[src/rtl/scg_pkg.sv]
// Shared types and constants for the SDRAM opcode sequencer.
package scg_pkg;

   // Host opcodes as presented on the opcode bus.
   typedef enum logic [2:0] {
      OP_SREX = 3'd0,
      OP_NOP  = 3'd1,
      OP_SREF = 3'd2,
      OP_AREF = 3'd3,
      OP_RD   = 3'd4,
      OP_RDB  = 3'd5,
      OP_WR   = 3'd6,
      OP_WRB  = 3'd7
   } opcode_e;

   // Command-select codes understood by the command generator.
   localparam logic [3:0] SEL_NOP       = 4'd0;
   localparam logic [3:0] SEL_ACT       = 4'd1;
   localparam logic [3:0] SEL_RD        = 4'd2;
   localparam logic [3:0] SEL_RDB       = 4'd3;
   localparam logic [3:0] SEL_WR        = 4'd4;
   localparam logic [3:0] SEL_WRB       = 4'd5;
   localparam logic [3:0] SEL_AREF      = 4'd6;
   localparam logic [3:0] SEL_SREF      = 4'd7;
   localparam logic [3:0] SEL_SREX      = 4'd8;
   localparam logic [3:0] SEL_PRE       = 4'd9;
   localparam logic [3:0] SEL_LMR       = 4'd10;
   localparam logic [3:0] SEL_LMR_BURST = 4'd11;

   typedef enum logic [4:0] {
      StInitWait,
      StInitPre,
      StInitAref,
      StInitLmr,
      StReady,
      StAref,
      StRdAct,
      StRdData,
      StWrAct,
      StWrData,
      StBrstLmrIn,
      StBrstAct,
      StBrstData,
      StBrstLmrOut,
      StSrefPre,
      StSrefEnter,
      StSrefHold,
      StSrefExit
   } state_e;

   function automatic logic is_init(state_e s);
      return (s == StInitWait) || (s == StInitPre) || (s == StInitAref) || (s == StInitLmr);
   endfunction

endpackage

[src/rtl/scg_opcode_seq_if.sv]
// Host opcode handshake plus command-select / done exchange with the command block.
interface scg_opcode_seq_if;
   logic [2:0] opcode;
   logic       op_valid;
   logic       op_ready;
   logic       done;
   logic [3:0] select;

   // master: host and command/timing block side
   modport master (output opcode, output op_valid, output done, input op_ready, input select);
   // slave: the sequencer
   modport slave (input opcode, input op_valid, input done, output op_ready, output select);
endinterface

[src/rtl/scg_refresh_timer.sv]
// Periodic auto-refresh scheduler: interval counter, pending flag and sticky overrun.
module scg_refresh_timer #(
   parameter int unsigned REF_INTERVAL = 780
) (
   input  logic clk,
   input  logic rst,
   input  logic hold_i,
   input  logic clear_pending_i,
   input  logic restart_i,
   output logic expire_o,
   output logic ref_pending_o,
   output logic overrun_o
);

   localparam int unsigned RefW = $clog2(REF_INTERVAL);
   localparam logic [RefW-1:0] RefLast = RefW'(REF_INTERVAL - 1);

   logic [RefW-1:0] cnt_q, cnt_d;
   logic            pending_q, pending_d;
   logic            overrun_q, overrun_d;

   assign expire_o      = !hold_i && (cnt_q == RefLast);
   assign ref_pending_o = pending_q;
   assign overrun_o     = overrun_q;

   // Next-state: a clear on the expiry cycle wins over both set and overrun.
   always_comb begin
      cnt_d     = cnt_q + RefW'(1);
      pending_d = pending_q;
      overrun_d = overrun_q;
      if (hold_i || restart_i || expire_o) begin
         cnt_d = '0;
      end
      if (clear_pending_i) begin
         pending_d = 1'b0;
      end else if (expire_o) begin
         pending_d = 1'b1;
         if (pending_q) begin
            overrun_d = 1'b1;
         end
      end
   end

   // State registers with synchronous reset.
   always_ff @(posedge clk) begin
      if (rst) begin
         cnt_q     <= '0;
         pending_q <= 1'b0;
         overrun_q <= 1'b0;
      end else begin
         cnt_q     <= cnt_d;
         pending_q <= pending_d;
         overrun_q <= overrun_d;
      end
   end

endmodule

[src/rtl/scg_opcode_seq.sv]
// SDRAM opcode sequencer: init, single/burst access, self-refresh and scheduled refresh.
module scg_opcode_seq
   import scg_pkg::*;
#(
   parameter int unsigned INIT_CYCLES     = 100,
   parameter int unsigned INIT_AREF_COUNT = 2,
   parameter int unsigned BURST_BEATS     = 4,
   parameter int unsigned REF_INTERVAL    = 780
) (
   input  logic                   clk,
   input  logic                   rst,
   scg_opcode_seq_if.slave        bus,
   output logic                   idle,
   output logic                   init_busy,
   output logic                   illegal_op,
   output logic                   refresh_overrun
);

   localparam int unsigned WaitW = (INIT_CYCLES > 1) ? $clog2(INIT_CYCLES) : 1;
   localparam int unsigned StepW = (INIT_AREF_COUNT > 1) ? $clog2(INIT_AREF_COUNT) : 1;
   localparam int unsigned BeatW = (BURST_BEATS > 1) ? $clog2(BURST_BEATS) : 1;
   localparam logic [WaitW-1:0] WaitLast = WaitW'(INIT_CYCLES - 1);
   localparam logic [StepW-1:0] StepLast = StepW'(INIT_AREF_COUNT - 1);
   localparam logic [BeatW-1:0] BeatLast = BeatW'(BURST_BEATS - 1);

   state_e           state_q, state_d;
   logic [WaitW-1:0] wait_q, wait_d;
   logic [StepW-1:0] step_q, step_d;
   logic [BeatW-1:0] beat_q, beat_d;
   logic             dir_rd_q, dir_rd_d;
   logic             illegal_q, illegal_d;

   opcode_e op;
   logic    op_ready;
   logic    accept;
   logic    ref_hold, ref_expire, ref_pending, ref_overrun;
   logic    aref_entry, sref_entry;

   assign op = opcode_e'(bus.opcode);

   // A refresh that is pending or expiring this cycle takes READY away from the host.
   assign op_ready = ((state_q == StReady) && !(ref_pending || ref_expire)) ||
                     (state_q == StSrefHold);
   assign accept   = bus.op_valid && op_ready;

   assign ref_hold   = is_init(state_q) || (state_q == StSrefEnter) ||
                       (state_q == StSrefHold) || (state_q == StSrefExit);
   assign aref_entry = (state_d == StAref) && (state_q != StAref);
   assign sref_entry = (state_d == StSrefPre) && (state_q != StSrefPre);

   scg_refresh_timer #(
      .REF_INTERVAL (REF_INTERVAL)
   ) u_timer (
      .clk             (clk),
      .rst             (rst),
      .hold_i          (ref_hold),
      .clear_pending_i (aref_entry || sref_entry),
      .restart_i       (aref_entry),
      .expire_o        (ref_expire),
      .ref_pending_o   (ref_pending),
      .overrun_o       (ref_overrun)
   );

   // Next-state logic for the sequencer and its step/beat counters.
   always_comb begin
      state_d   = state_q;
      wait_d    = wait_q;
      step_d    = step_q;
      beat_d    = beat_q;
      dir_rd_d  = dir_rd_q;
      illegal_d = 1'b0;
      unique case (state_q)
         StInitWait: begin
            if (wait_q == WaitLast) begin
               wait_d  = '0;
               state_d = StInitPre;
            end else begin
               wait_d = wait_q + WaitW'(1);
            end
         end
         StInitPre:  if (bus.done) state_d = StInitAref;
         StInitAref: begin
            if (bus.done) begin
               if (step_q == StepLast) begin
                  step_d  = '0;
                  state_d = StInitLmr;
               end else begin
                  step_d = step_q + StepW'(1);
               end
            end
         end
         StInitLmr:  if (bus.done) state_d = StReady;
         StReady: begin
            if (ref_pending || ref_expire) begin
               state_d = StAref;
            end else if (accept) begin
               unique case (op)
                  OP_SREX: illegal_d = 1'b1;
                  OP_NOP:  state_d   = StReady;
                  OP_SREF: state_d   = StSrefPre;
                  OP_AREF: state_d   = StAref;
                  OP_RD:   state_d   = StRdAct;
                  OP_WR:   state_d   = StWrAct;
                  OP_RDB: begin
                     dir_rd_d = 1'b1;
                     state_d  = StBrstLmrIn;
                  end
                  OP_WRB: begin
                     dir_rd_d = 1'b0;
                     state_d  = StBrstLmrIn;
                  end
               endcase
            end
         end
         StAref:       if (bus.done) state_d = StReady;
         StRdAct:      if (bus.done) state_d = StRdData;
         StRdData:     if (bus.done) state_d = StReady;
         StWrAct:      if (bus.done) state_d = StWrData;
         StWrData:     if (bus.done) state_d = StReady;
         StBrstLmrIn:  if (bus.done) state_d = StBrstAct;
         StBrstAct:    if (bus.done) state_d = StBrstData;
         StBrstData: begin
            if (bus.done) begin
               if (beat_q == BeatLast) begin
                  beat_d  = '0;
                  state_d = StBrstLmrOut;
               end else begin
                  beat_d = beat_q + BeatW'(1);
               end
            end
         end
         StBrstLmrOut: if (bus.done) state_d = StReady;
         StSrefPre:    if (bus.done) state_d = StSrefEnter;
         StSrefEnter:  if (bus.done) state_d = StSrefHold;
         StSrefHold: begin
            if (accept) begin
               if (op == OP_SREX) state_d = StSrefExit;
               else               illegal_d = 1'b1;
            end
         end
         StSrefExit:   if (bus.done) state_d = StReady;
         default:      state_d = StInitWait;
      endcase
   end

   // Sequencer registers; reset aborts any in-flight sequence.
   always_ff @(posedge clk) begin
      if (rst) begin
         state_q   <= StInitWait;
         wait_q    <= '0;
         step_q    <= '0;
         beat_q    <= '0;
         dir_rd_q  <= 1'b0;
         illegal_q <= 1'b0;
      end else begin
         state_q   <= state_d;
         wait_q    <= wait_d;
         step_q    <= step_d;
         beat_q    <= beat_d;
         dir_rd_q  <= dir_rd_d;
         illegal_q <= illegal_d;
      end
   end

   // Command select decoded directly from the current state.
   always_comb begin
      bus.select = SEL_NOP;
      unique case (state_q)
         StInitPre, StSrefPre:               bus.select = SEL_PRE;
         StInitAref, StAref:                 bus.select = SEL_AREF;
         StInitLmr, StBrstLmrOut:            bus.select = SEL_LMR;
         StRdAct, StWrAct, StBrstAct:        bus.select = SEL_ACT;
         StRdData:                           bus.select = SEL_RD;
         StWrData:                           bus.select = SEL_WR;
         StBrstLmrIn:                        bus.select = SEL_LMR_BURST;
         StBrstData:                         bus.select = dir_rd_q ? SEL_RDB : SEL_WRB;
         StSrefEnter:                        bus.select = SEL_SREF;
         StSrefExit:                         bus.select = SEL_SREX;
         default:                            bus.select = SEL_NOP;
      endcase
   end

   assign bus.op_ready     = op_ready;
   assign idle             = (state_q == StReady);
   assign init_busy        = is_init(state_q);
   assign illegal_op       = illegal_q;
   assign refresh_overrun  = ref_overrun;

endmodule
[src/flat_wrapper.sv]
// flat-port wrapper written by rule: the top's interface ports become plain ports
module scg_opcode_seq_flat import scg_pkg::*;
#(
   parameter int unsigned INIT_CYCLES     = 100,
   parameter int unsigned INIT_AREF_COUNT = 2,
   parameter int unsigned BURST_BEATS     = 4,
   parameter int unsigned REF_INTERVAL    = 780
)
  (clk, rst, idle, init_busy, illegal_op, refresh_overrun, bus_opcode, bus_op_valid, bus_done, bus_op_ready, bus_select);
  scg_opcode_seq_if bus_i ();
  input  logic clk;
  input  logic rst;
  output logic idle;
  output logic init_busy;
  output logic illegal_op;
  output logic refresh_overrun;
  input wire logic [$bits(bus_i.opcode)-1:0] bus_opcode;
  input wire logic [$bits(bus_i.op_valid)-1:0] bus_op_valid;
  input wire logic [$bits(bus_i.done)-1:0] bus_done;
  output wire logic [$bits(bus_i.op_ready)-1:0] bus_op_ready;
  output wire logic [$bits(bus_i.select)-1:0] bus_select;
  assign bus_i.opcode = bus_opcode;
  assign bus_i.op_valid = bus_op_valid;
  assign bus_i.done = bus_done;
  assign bus_op_ready = bus_i.op_ready;
  assign bus_select = bus_i.select;
  scg_opcode_seq #(.INIT_CYCLES(INIT_CYCLES), .INIT_AREF_COUNT(INIT_AREF_COUNT), .BURST_BEATS(BURST_BEATS), .REF_INTERVAL(REF_INTERVAL)) u_core (.clk(clk), .rst(rst), .bus(bus_i), .idle(idle), .init_busy(init_busy), .illegal_op(illegal_op), .refresh_overrun(refresh_overrun));
endmodule
[config.mk]
export PLATFORM = sky130hd
export DESIGN_NAME = scg_opcode_seq_flat
export DESIGN_NICKNAME = d
export VERILOG_FILES = /design/src/rtl/scg_pkg.sv /design/src/rtl/scg_opcode_seq_if.sv /design/src/rtl/scg_refresh_timer.sv /design/src/rtl/scg_opcode_seq.sv /design/src/flat_wrapper.sv
export SDC_FILE = /design/constraint.sdc
export NUM_CORES = 1
export LEC_CHECK = 0
export CORE_MARGIN = 2
export CORE_UTILIZATION = 44
export DETAILED_ROUTE_END_ITERATION = 7
export PLACE_DENSITY = 0.67
export SYNTH_ARGS = -nofsm -noshare
export SYNTH_HDL_FRONTEND = slang
export SYNTH_HIERARCHICAL = 1
export SYNTH_SLANG_ARGS = --single-unit
[constraint.sdc]
create_clock -name clk -period 2.8 [get_ports clk]
set_input_delay 0.56 -clock clk [delete_from_list [all_inputs] [get_ports clk]]
set_output_delay 0.56 -clock clk [all_outputs]
set_load 0.02 [all_outputs]
==> results of run 1 <==
## per-stage QoR
step / utilization (%) / instances / worst slack [ns] / power, mW / cell area [um2]
after floorplan: - / 234 / 0.0230 / 0.447 / 1880
after global placement: 53.8 / 309 / -0.0258 / 0.471 / 2180
after detailed placement: 53.8 / 309 / -0.0252 / 0.472 / 2180
after CTS: 58.4 / 324 / 0.0419 / 0.998 / 2370
after global routing: 60.3 / 329 / -0.0668 / 1.02 / 2450
final: 60.3 / 329 / 0.0877 / 0.981 / 2450
## critical path, cell delays in order, from the launching register on
cell and delay [ns]:
dfxtp_2 0.33, inv_2 0.05, buf_4 0.12, o21ai_2 0.15
o41ai_4 0.12, nor4bb_2 0.36, nand3_1 0.18, inv_2 0.11
nor2_1 0.06, nand3_1 0.14, nand2_1 0.08, clkbuf_2 0.16
## layout make-up
| cell class | instances | area [um2] | area share [%] |
|---|---|---|---|
| Tap cell | 50 | 62.6 | 2.55 |
| Timing Repair Buffer | 50 | 410 | 16.8 |
| Inverter | 11 | 41.3 | 1.69 |
| Clock buffer | 5 | 68.8 | 2.81 |
| Sequential cell | 29 | 582 | 23.8 |
| Clock inverter | 3 | 65.1 | 2.66 |
| Multi-Input combinational cell | 181 | 1220 | 49.8 |
## worst max-delay path by stage
stage,start,endpoint,cells past startpoint
global route,u_core/state_q[4],u_core/u_timer/overrun_o,14
global placement,bus_op_valid,u_core/u_timer/overrun_o,8
CTS,u_core/state_q[4],bus_op_ready,10
finish,u_core/state_q[4],bus_op_ready,11
floorplan,u_core/state_q[2],u_core/u_timer/overrun_o,14
detailed placement,bus_op_valid,u_core/u_timer/overrun_o,8
## cells in the mapped netlist (2+ instances only)
| cell | count | share of area, % |
|---|---|---|
| ha_1 | 3 | 2.0 |
| nor3b_1 | 2 | 0.80 |
| o41ai_1 | 2 | 0.94 |
| nor3_1 | 2 | 0.53 |
| a31oi_1 | 3 | 1.0 |
| and2_1 | 3 | 1.0 |
| nand3_1 | 14 | 3.7 |
| a32oi_1 | 2 | 0.94 |
| a21oi_1 | 15 | 4.0 |
| or4_1 | 2 | 0.80 |
| nand2b_1 | 4 | 1.3 |
| nor3_2 | 2 | 1.1 |
| mux2i_1 | 3 | 1.6 |
| a311oi_1 | 2 | 0.94 |
| buf_2 | 8 | 2.1 |
| nand2_1 | 17 | 3.4 |
| nor4_1 | 2 | 0.67 |
| dfxtp_1 | 29 | 31 |
| nor2_1 | 26 | 5.2 |
| nand4_1 | 8 | 2.7 |
| nor2b_1 | 5 | 1.7 |
| xor2_1 | 7 | 3.3 |
| or3_1 | 7 | 2.3 |
| o211ai_1 | 2 | 0.80 |
| inv_1 | 11 | 2.2 |
| and3_1 | 2 | 0.67 |
| a211oi_1 | 3 | 1.2 |
| xnor2_1 | 6 | 2.8 |
| o21ai_0 | 8 | 2.1 |
| o31ai_1 | 4 | 1.6 |
| buf_6 | 3 | 1.8 |
## kinds of logic after synthesis
group	Yosys count	synth area share [%]
and+or+nand+nor	107	32.5
xor gates and xnor gates	13	6.08
buffers and inverters	24	6.55
AOI/OAI and AO/OA	54	19.7
muxes	4	2.20
DFF	29	31.0
adders and majority gates	3	2.00
## where the power goes
group / switching, mW / leakage [nW] / internal [mW]
registers: 0.00343 / 0.235 / 0.416
clock network: 0.165 / 0.0681 / 0.353
logic: 0.0206 / 0.648 / 0.0225
## layer usage
layer | global-route usage (%) | part of all wire, % | vias to the layer above
li1 | - | - | 950
met1 | 27.9 | 44 | 921
met2 | 35.4 | 48 | 57
met3 | 5.81 | 5.3 | 18
met4 | 9.80 | 2.5 | 0
met5 | 0 | 0 | -
## sequential cells by signal, summed over array words and instances, names as in the netlist
name,cells
u_core/beat_q,2
u_core/dir_rd_q,1
u_core/illegal_op,1
u_core/state_q,5
u_core/step_q,1
u_core/u_timer/cnt_q,10
u_core/u_timer/overrun_o,1
u_core/u_timer/ref_pending_o,1
u_core/wait_q,7
## repair_timing
action	4_1_cts	5_1_grt
buffers inserted	7	5
endpoints found under the setup margin	1	14
pin swaps	1	10
resized for setup	2	13
==> flow_results.org, run 1 <==
** Outcome
- The flow ran to the end, and the final reports show no timing, DRC or antenna violations.

** Routing
- Vias per cell :: 5.91
- For this block, the via count after detailed routing is 1946.
- Final wirelength :: 4.95 mm
- First-pass DRT Iterations :: 4
- Final routed wire length divided by cell count :: 15.0 um
- Antenna violation net count after detailed routing :: 0
- DRC violation count after routing :: 0
- The first routing iteration left 213 violations.

** Clock tree
- Clock sinks :: 29
- Number of buffers inserted during clock tree synthesis :: 5
- The number of hold buffers added after CTS was 0.
- The clock tree synthesis step divided the H-tree into 2 levels.
- Clock-pin slew was measured on the worst setup and hold paths at 0.06 ns.
- Worst-case clock buffer depth :: 2
- The root buffer cell chosen for the clock tree is clkbuf_8.
- TritonCTS built the clock tree.
- At the later pin of the worst-skew pair, clock insertion delay measures 0.29 ns.

** Placed design
- Final estimated routing congestion in global placement :: 0.851
- During placement, the flow inserted port buffers numbering 15.
- After legalization and detailed placement, the total HPWL measured 3.42 mm.

** Setup path
- The setup check on the worst reg-to-reg path leaves a slack of 0.15 ns.
- STA classifies the critical path startpoint as a register.
- Reg2reg start :: u_core/state_q[4]
- Required @ worst endpoint :: 2.24 ns
- The endpoint identified for the worst register-to-register timing path is u_core/u_timer/overrun_o.
- The critical path is of the register to output pin type.
- FF-to-FF path depth :: 13
- The worst setup path is captured at an output pin.
- Maximum net fanout on the critical path :: 3
- Arrival @ worst endpoint :: 2.15 ns

** Timing
- Static timing analysis puts the maximum clock frequency at 0.369 GHz.
- For the finished layout, the period the worst path requires is 2.71 ns.
- Measured against its own limit, the worst slew margin works out to 62.2%.
- Post-route fraction of the period consumed by the critical path :: 96.9%
- Hold is met by 0.471 ns.
- Final max-slew violation count :: 0
- The final number of hold-violating endpoints came to 0.
- Final total negative setup slack :: 0 ns
- Worst Max-Slew Pin Slew :: 0.562 ns
- Count of final setup violators :: 0
- Setup repair after global routing could not meet its margin everywhere.
- Worst clock skew on the final layout :: 0.00839 ns

** Finish
- The library cells used most frequently in the layout, excluding fill and tap cells, are buf_4, dfxtp_1, nor2_1, nand2_1, a21oi_1.
- Most frequent standard cell in the layout excluding fill and tap cells :: buf_4
- In the final layout, the share of cells above drive strength 1 is 23.7%.
- After filler insertion, the fill cell instance count of the layout stands at 376.
- Relative to the synthesized area, the layout overhead comes to 30.7%.
- Diode insertion count for antenna repair :: 0
- Count of nets after finishing :: 288

** Logic synthesis
- A synthesized cell averages 8.00 um2.
- Flops & latches, synth :: 29
- Warnings from Yosys :: 6
- Yosys mapped the design onto 58 distinct sky130hd cell types.
- Netlist area before placement :: 1870 um2
- Sequential cells were found to cover 31.0% of the synthesized design area.
- In the synthesized netlist the dominant register cell turns out to be dfxtp_1.
- Number of enable flip-flop cells after synthesis :: 0
- Fraction of registers with async set or reset after synthesis :: 0%
- The number of nets in the synthesized netlist is 244.
- Synthesized instance count :: 234

** Pwr
- Worst IR drop on VDD :: 0.339 mV
- The analysis attributes to cell leakage a power of 0.951 nW.
- For this design the ratio of total power to cell area is 401 nW/um2.

** Floorplan
- The initial utilization of the core area, before any placement, comes to 46.2%.
- Area inside the core boundary :: 4060 um2
- Die area :: 4790 um2
- Width of the die :: 69.2 um
- Measured along the y axis, the die boundary spans 69.2 um.
- Number of top-level pins :: 16
- FP Rows :: 23

** Hold path
- Worst Hold End :: u_core/u_timer/overrun_o
- The worst hold path belongs to the class register to register.
- The startpoint identified for the worst hold timing path is u_core/u_timer/overrun_o.
- Worst Hold Path Cells :: 2

** GRT
- Remaining global-route overflow :: 0
- Aggregate global-route resource usage :: 22.1%
- Entering global routing, the biggest net connects 22 pins.
- The number of global-route vias before repair is 1840.
- Initial antenna violation count :: 0
- Global-route wire length before repair :: 8.63 mm

** Run
- The tool flagged a number of max-cap violations equal to 0.
(Power assumes the default switching activity.)
==> run 2, diff against run 1 <==
--- a/config.mk
+++ b/config.mk
@@ -7,9 +7,9 @@
 export LEC_CHECK = 0
 export CORE_MARGIN = 2
 export CORE_UTILIZATION = 44
+export CTS_CLUSTER_DIAMETER = 50
 export DETAILED_ROUTE_END_ITERATION = 7
 export PLACE_DENSITY = 0.67
 export SYNTH_ARGS = -nofsm -noshare
 export SYNTH_HDL_FRONTEND = slang
-export SYNTH_HIERARCHICAL = 1
 export SYNTH_SLANG_ARGS = --single-unit
==> run 2 against run 1 <==
- clock skew grew 0.0047 ns
- worst setup slack gained 0.069 ns
- register-to-register slack gained 0.43 ns
- die area shrank 4.3%
- critical path depth shrank 5
- clock power grew 1%
- cell count shrank 7.9%
- critical endpoint is now bus_select[3]
- largest cell class unchanged
==> flow_results.org, run 2 <==
** Finish
- Register with the most flip-flops :: u_core.u_timer.cnt_q (was u_core/u_timer/cnt_q)
- The fill cell total of the finished layout came to 342 (was 376).
- Flip-flop count of the largest register after layout :: 10 (unchanged)
- The most frequent standard cell in the layout excluding fill and tap cells is nor2_1 (was buf_4).
- Biggest regs :: u_core.u_timer.cnt_q (10), u_core.wait_q (7), u_core.state_q (5) (was u_core/u_timer/cnt_q (10), u_core/wait_q (7), u_core/state_q (5))
- Commonest cells after routing, fill and taps aside: nor2_1, dfxtp_1, nand2_1, a21oi_1 (was buf_4, dfxtp_1, nor2_1, nand2_1, a21oi_1).
- Proportion of layout cells with a drive suffix above 1 :: 13.0% (was 23.7%)
- The final design area excluding fillers was 2180 um2 (was 2450 um2).
- Signed area change from the synthesized netlist to the final layout :: 22.1% (was 30.7%)
- Diode insertion count for antenna repair :: 0 (unchanged)
- Count of nets after finishing :: 262 (was 288)

** Clock tree
- The TritonCTS sink count came to 29 (unchanged).
- Insertion delay to the later sink of the worst-skew pair :: 0.29 ns (about the same)
- Number of buffers inserted during clock tree synthesis :: 5 (unchanged)
- The clock-pin transition on the worst setup and hold timing paths is 0.07 ns (was 0.06 ns).
- The root buffer cell was clkbuf_8 (unchanged).
- Maximum level of the CTS H-tree :: 2 (unchanged)
- The maximum clock insertion buffer count was 2 (unchanged).
- Hold buffers post-CTS :: 0 (unchanged)
- CTS tree :: yes (unchanged)

** Routing
- Vias per cell :: 5.43 (was 5.91)
- The total wirelength of the detailed-routed design is 3.76 mm (was 4.95 mm).
- Antenna violation net count after detailed routing :: 0 (unchanged)
- The DRC violations left came to 0 (unchanged).
- The number of detailed-route iterations in the first pass was 4 (unchanged).
- Total number of vias :: 1645 (was 1946)
- The number of DRC markers in iteration 0 was 124 (was 213).
- Final routed wire length divided by cell count :: 12.4 um (was 15.0 um)

** Outcome
- Outcome :: complete, no violations (unchanged)

** Pwr
- The sequential share of power is 42.8% (about the same).
- Total power divided by cell area :: 449 nW/um2 (was 401 nW/um2)
- The static leakage power came to 0.824 nW (was 0.951 nW).
- The internal power is 0.788 mW (was 0.792 mW).
- Power share of the clock group :: 53.4% (was 52.8%)
- Net switching power figure :: 0.193 mW (was 0.189 mW)
- The largest vdd supply drop is 0.414 mV (was 0.339 mV).
- Switching Share :: 19.7% (was 19.2%)
- The part of the power in combinational logic was 3.8% (was 4.4%).

** Run
- The count of maximum capacitance violations came to 0 (unchanged).

** Timing
- Post-route fraction of the period consumed by the critical path :: 94.4% (was 96.9%)
- Final Hold Vio Count :: 0 (unchanged)
- Timing-limited maximum frequency :: 0.378 GHz (was 0.369 GHz)
- The minimum clock period was 2.64 ns (was 2.71 ns).
- Post-route worst setup slack :: 0.157 ns (was 0.0877 ns)
- The final count of pins violating max slew was 0 (unchanged).
- The final setup violation count came to 0 (unchanged).
- The setup TNS came to 0 ns (unchanged).
- Unrepaired setup endpoints after global routing :: false (was true)
- Worst clock skew on the final layout :: 0.0131 ns (was 0.00839 ns)
- The worst max-slew margin expressed relative to the limit was 69.1% (was 62.2%).
- The slew of the pin with the lowest slew margin was 0.457 ns (was 0.562 ns).

** GRT
- The global-route met1 utilization was 25.1% (was 27.9%).
- Global routing met3 resource utilization :: 4.83% (was 5.81%)
- Layer carrying the most global-route usage :: met2 (unchanged)
- Aggregate global-route resource usage :: 19.1% (was 22.1%)
- Number of global-route vias before repair :: 1428 (was 1840)
- The met2 track demand over resource was 28.1% (was 35.4%).
- Global-route wire length before repair :: 6.53 mm (was 8.63 mm)
- The aggregate global routing overflow was 0 (unchanged).
- Initial antenna violation count :: 0 (unchanged)
- The maximum number of pins on one net before global-route repair is 23 (was 22).

** Placed design
- The count of input and output buffers is 15 (unchanged).
- Placed wire-length estimate :: 2.75 mm (was 3.42 mm)
- DP Area :: 2040 um2 (was 2180 um2)
- The placement-stage worst setup slack came to 0.0920 ns (was -0.0252 ns).
- The placer's final routability congestion estimate came to 0.877 (was 0.851).

** Logic synthesis
- The async set or reset register ratio after synthesis was 0% (unchanged).
- Most frequent cells after synthesis: nor2_1, dfxtp_1, nand2_1 (was dfxtp_1, nor2_1, nand2_1).
- The flip-flop and latch count after synthesis was 29 (unchanged).
- The cell count after synthesis is 230 (was 234).
- The mean cell area of the mapped netlist was 7.77 um2 (was 8.00 um2).
- Share of synthesized area occupied by flip-flops and latches :: 32.5% (was 31.0%)
- The share of the synthesized area in the top cell type was 32.5% (was 31.0%).
- Top post-synthesis cells by area :: dfxtp_1, nor2_1, xor2_1 (was dfxtp_1, nor2_1, a21oi_1)
- The cell taking the most area after synthesis is dfxtp_1 (unchanged).
- Most common cell in the synthesized netlist :: nor2_1 (was dfxtp_1)
- The net count after synthesis was 240 (was 244).
- Number of enable flip-flop cells after synthesis :: 0 (unchanged)
- Most used flip-flop cell after synthesis :: dfxtp_1 (unchanged)
- The total of warnings raised by yosys is 0 (was 6).
- Unique masters post-synth :: 55 (was 58)
- The netlist area before placement is 1790 um2 (was 1870 um2).

** Floorplan
- Number of top-level pins :: 16 (unchanged)
- Vert. Die Dim :: 67.7 um (was 69.2 um)
- Area inside the core boundary :: 3940 um2 (was 4060 um2)
- Width of the die :: 67.7 um (was 69.2 um)
- The die area is 4590 um2 (was 4790 um2).
- The starting density of the core is 45.4% (was 46.2%).
- FP Rows :: 23 (unchanged)

** Setup path
- The endpoint type of the worst setup path is an output pin (unchanged).
- Startpoint class of the critical path :: register (unchanged)
- Classification of the worst setup path :: register to output pin (unchanged)
- The maximum fanout along the worst path is 10 (was 3).
- Arrival @ worst endpoint :: 2.08 ns (was 2.15 ns)
- Required @ worst endpoint :: 2.24 ns (about the same)

** Hold path
- The classification of the worst-slack hold path was register to register (unchanged).
run 2: cell count changes after synthesis, sizes merged, moves of 6 or more:
| cell | previous run | this run |
|---|---|---|
| nor2 | 26 | 36 |
| o21ai | 8 | 15 |
| buf | 12 | 4 |
| inv | 11 | 5 |
| clkbuf | 1 | 10 |
| or3 | 9 | 3 |
run 2: final timing paths:
check	slack, ns	cells past startpoint	start	to
max	0.16	6	u_core.state_q[3]	bus_select[3]
min reg2reg	0.45	1	u_core.u_timer.cnt_q[0]	u_core.u_timer.cnt_q[0]
min	0.45	1	u_core.u_timer.cnt_q[0]	u_core.u_timer.cnt_q[0]
max reg2reg	0.58	9	u_core.state_q[1]	u_core.u_timer.overrun_o
run 2: kinds of logic (layout without fill, tap and decap cells):
logic type,count (synthesis),after routing,synth area share (%)
compound gates,52,52,19.3
xor+xnor,16,16,7.84
fa+ha+maj,3,3,2.10
buf+inv,19,42,4.55
flops,29,29,32.5
mux,2,2,1.12
simple gates,109,109,32.6
run 2: per-stage QoR:
step | hold slack, ns | instances | util, % | power [mW]
5_1_grt | 0.491 | 303 | 55.4 | 1.01
6_report | 0.455 | 303 | 55.4 | 0.981
2_1_floorplan | 0.426 | 230 | - | 0.447
3_5_place_dp | 0.445 | 295 | 51.8 | 0.466
4_1_cts | 0.461 | 303 | 55.2 | 0.992
3_3_place_gp | 0.441 | 295 | 51.8 | 0.466
run 2: power by group through the flow:
stage	Clock, mW	Combinational, mW	Sequential (mW)
2_1_floorplan	0	0.0191	0.428
3_3_place_gp	0	0.0369	0.429
3_5_place_dp	0	0.0368	0.429
4_1_cts	0.535	0.0371	0.420
5_1_grt	0.547	0.0409	0.420
6_report	0.524	0.0372	0.420
run 2: what timing repair did:
item | CTS | global route
setup buffers | 0 | 0
resized for setup | 0 | 3
setup endpoints to repair | 0 | 2
run 2: final cells by class:
type                            count  area (um2)  share of cell area [%]
Clock buffer                        5        68.8                    3.15
Clock inverter                      3        65.1                    2.98
Inverter                            5        18.8                   0.860
Multi-Input combinational cell    182        1130                    51.7
Sequential cell                    29         582                    26.6
Tap cell                           50        62.6                    2.87
Timing Repair Buffer               29         258                    11.8
run 2: worst max-delay path, stage by stage (launching register included):
cell	delay, ns
dfxtp_1	0.50
buf_4	0.23
inv_1	0.12
a21oi_1	0.13
a31oi_1	0.05
o21ai_0	0.14
clkdlybuf4s50_1	0.62
run 2: layer usage:
| layer | vias to the layer above | share of wire (%) |
|---|---|---|
| met1 | 727 | 48 |
| met5 | - | 0 |
| met2 | 42 | 44 |
| li1 | 865 | - |
| met3 | 11 | 4.6 |
| met4 | 0 | 3.4 |
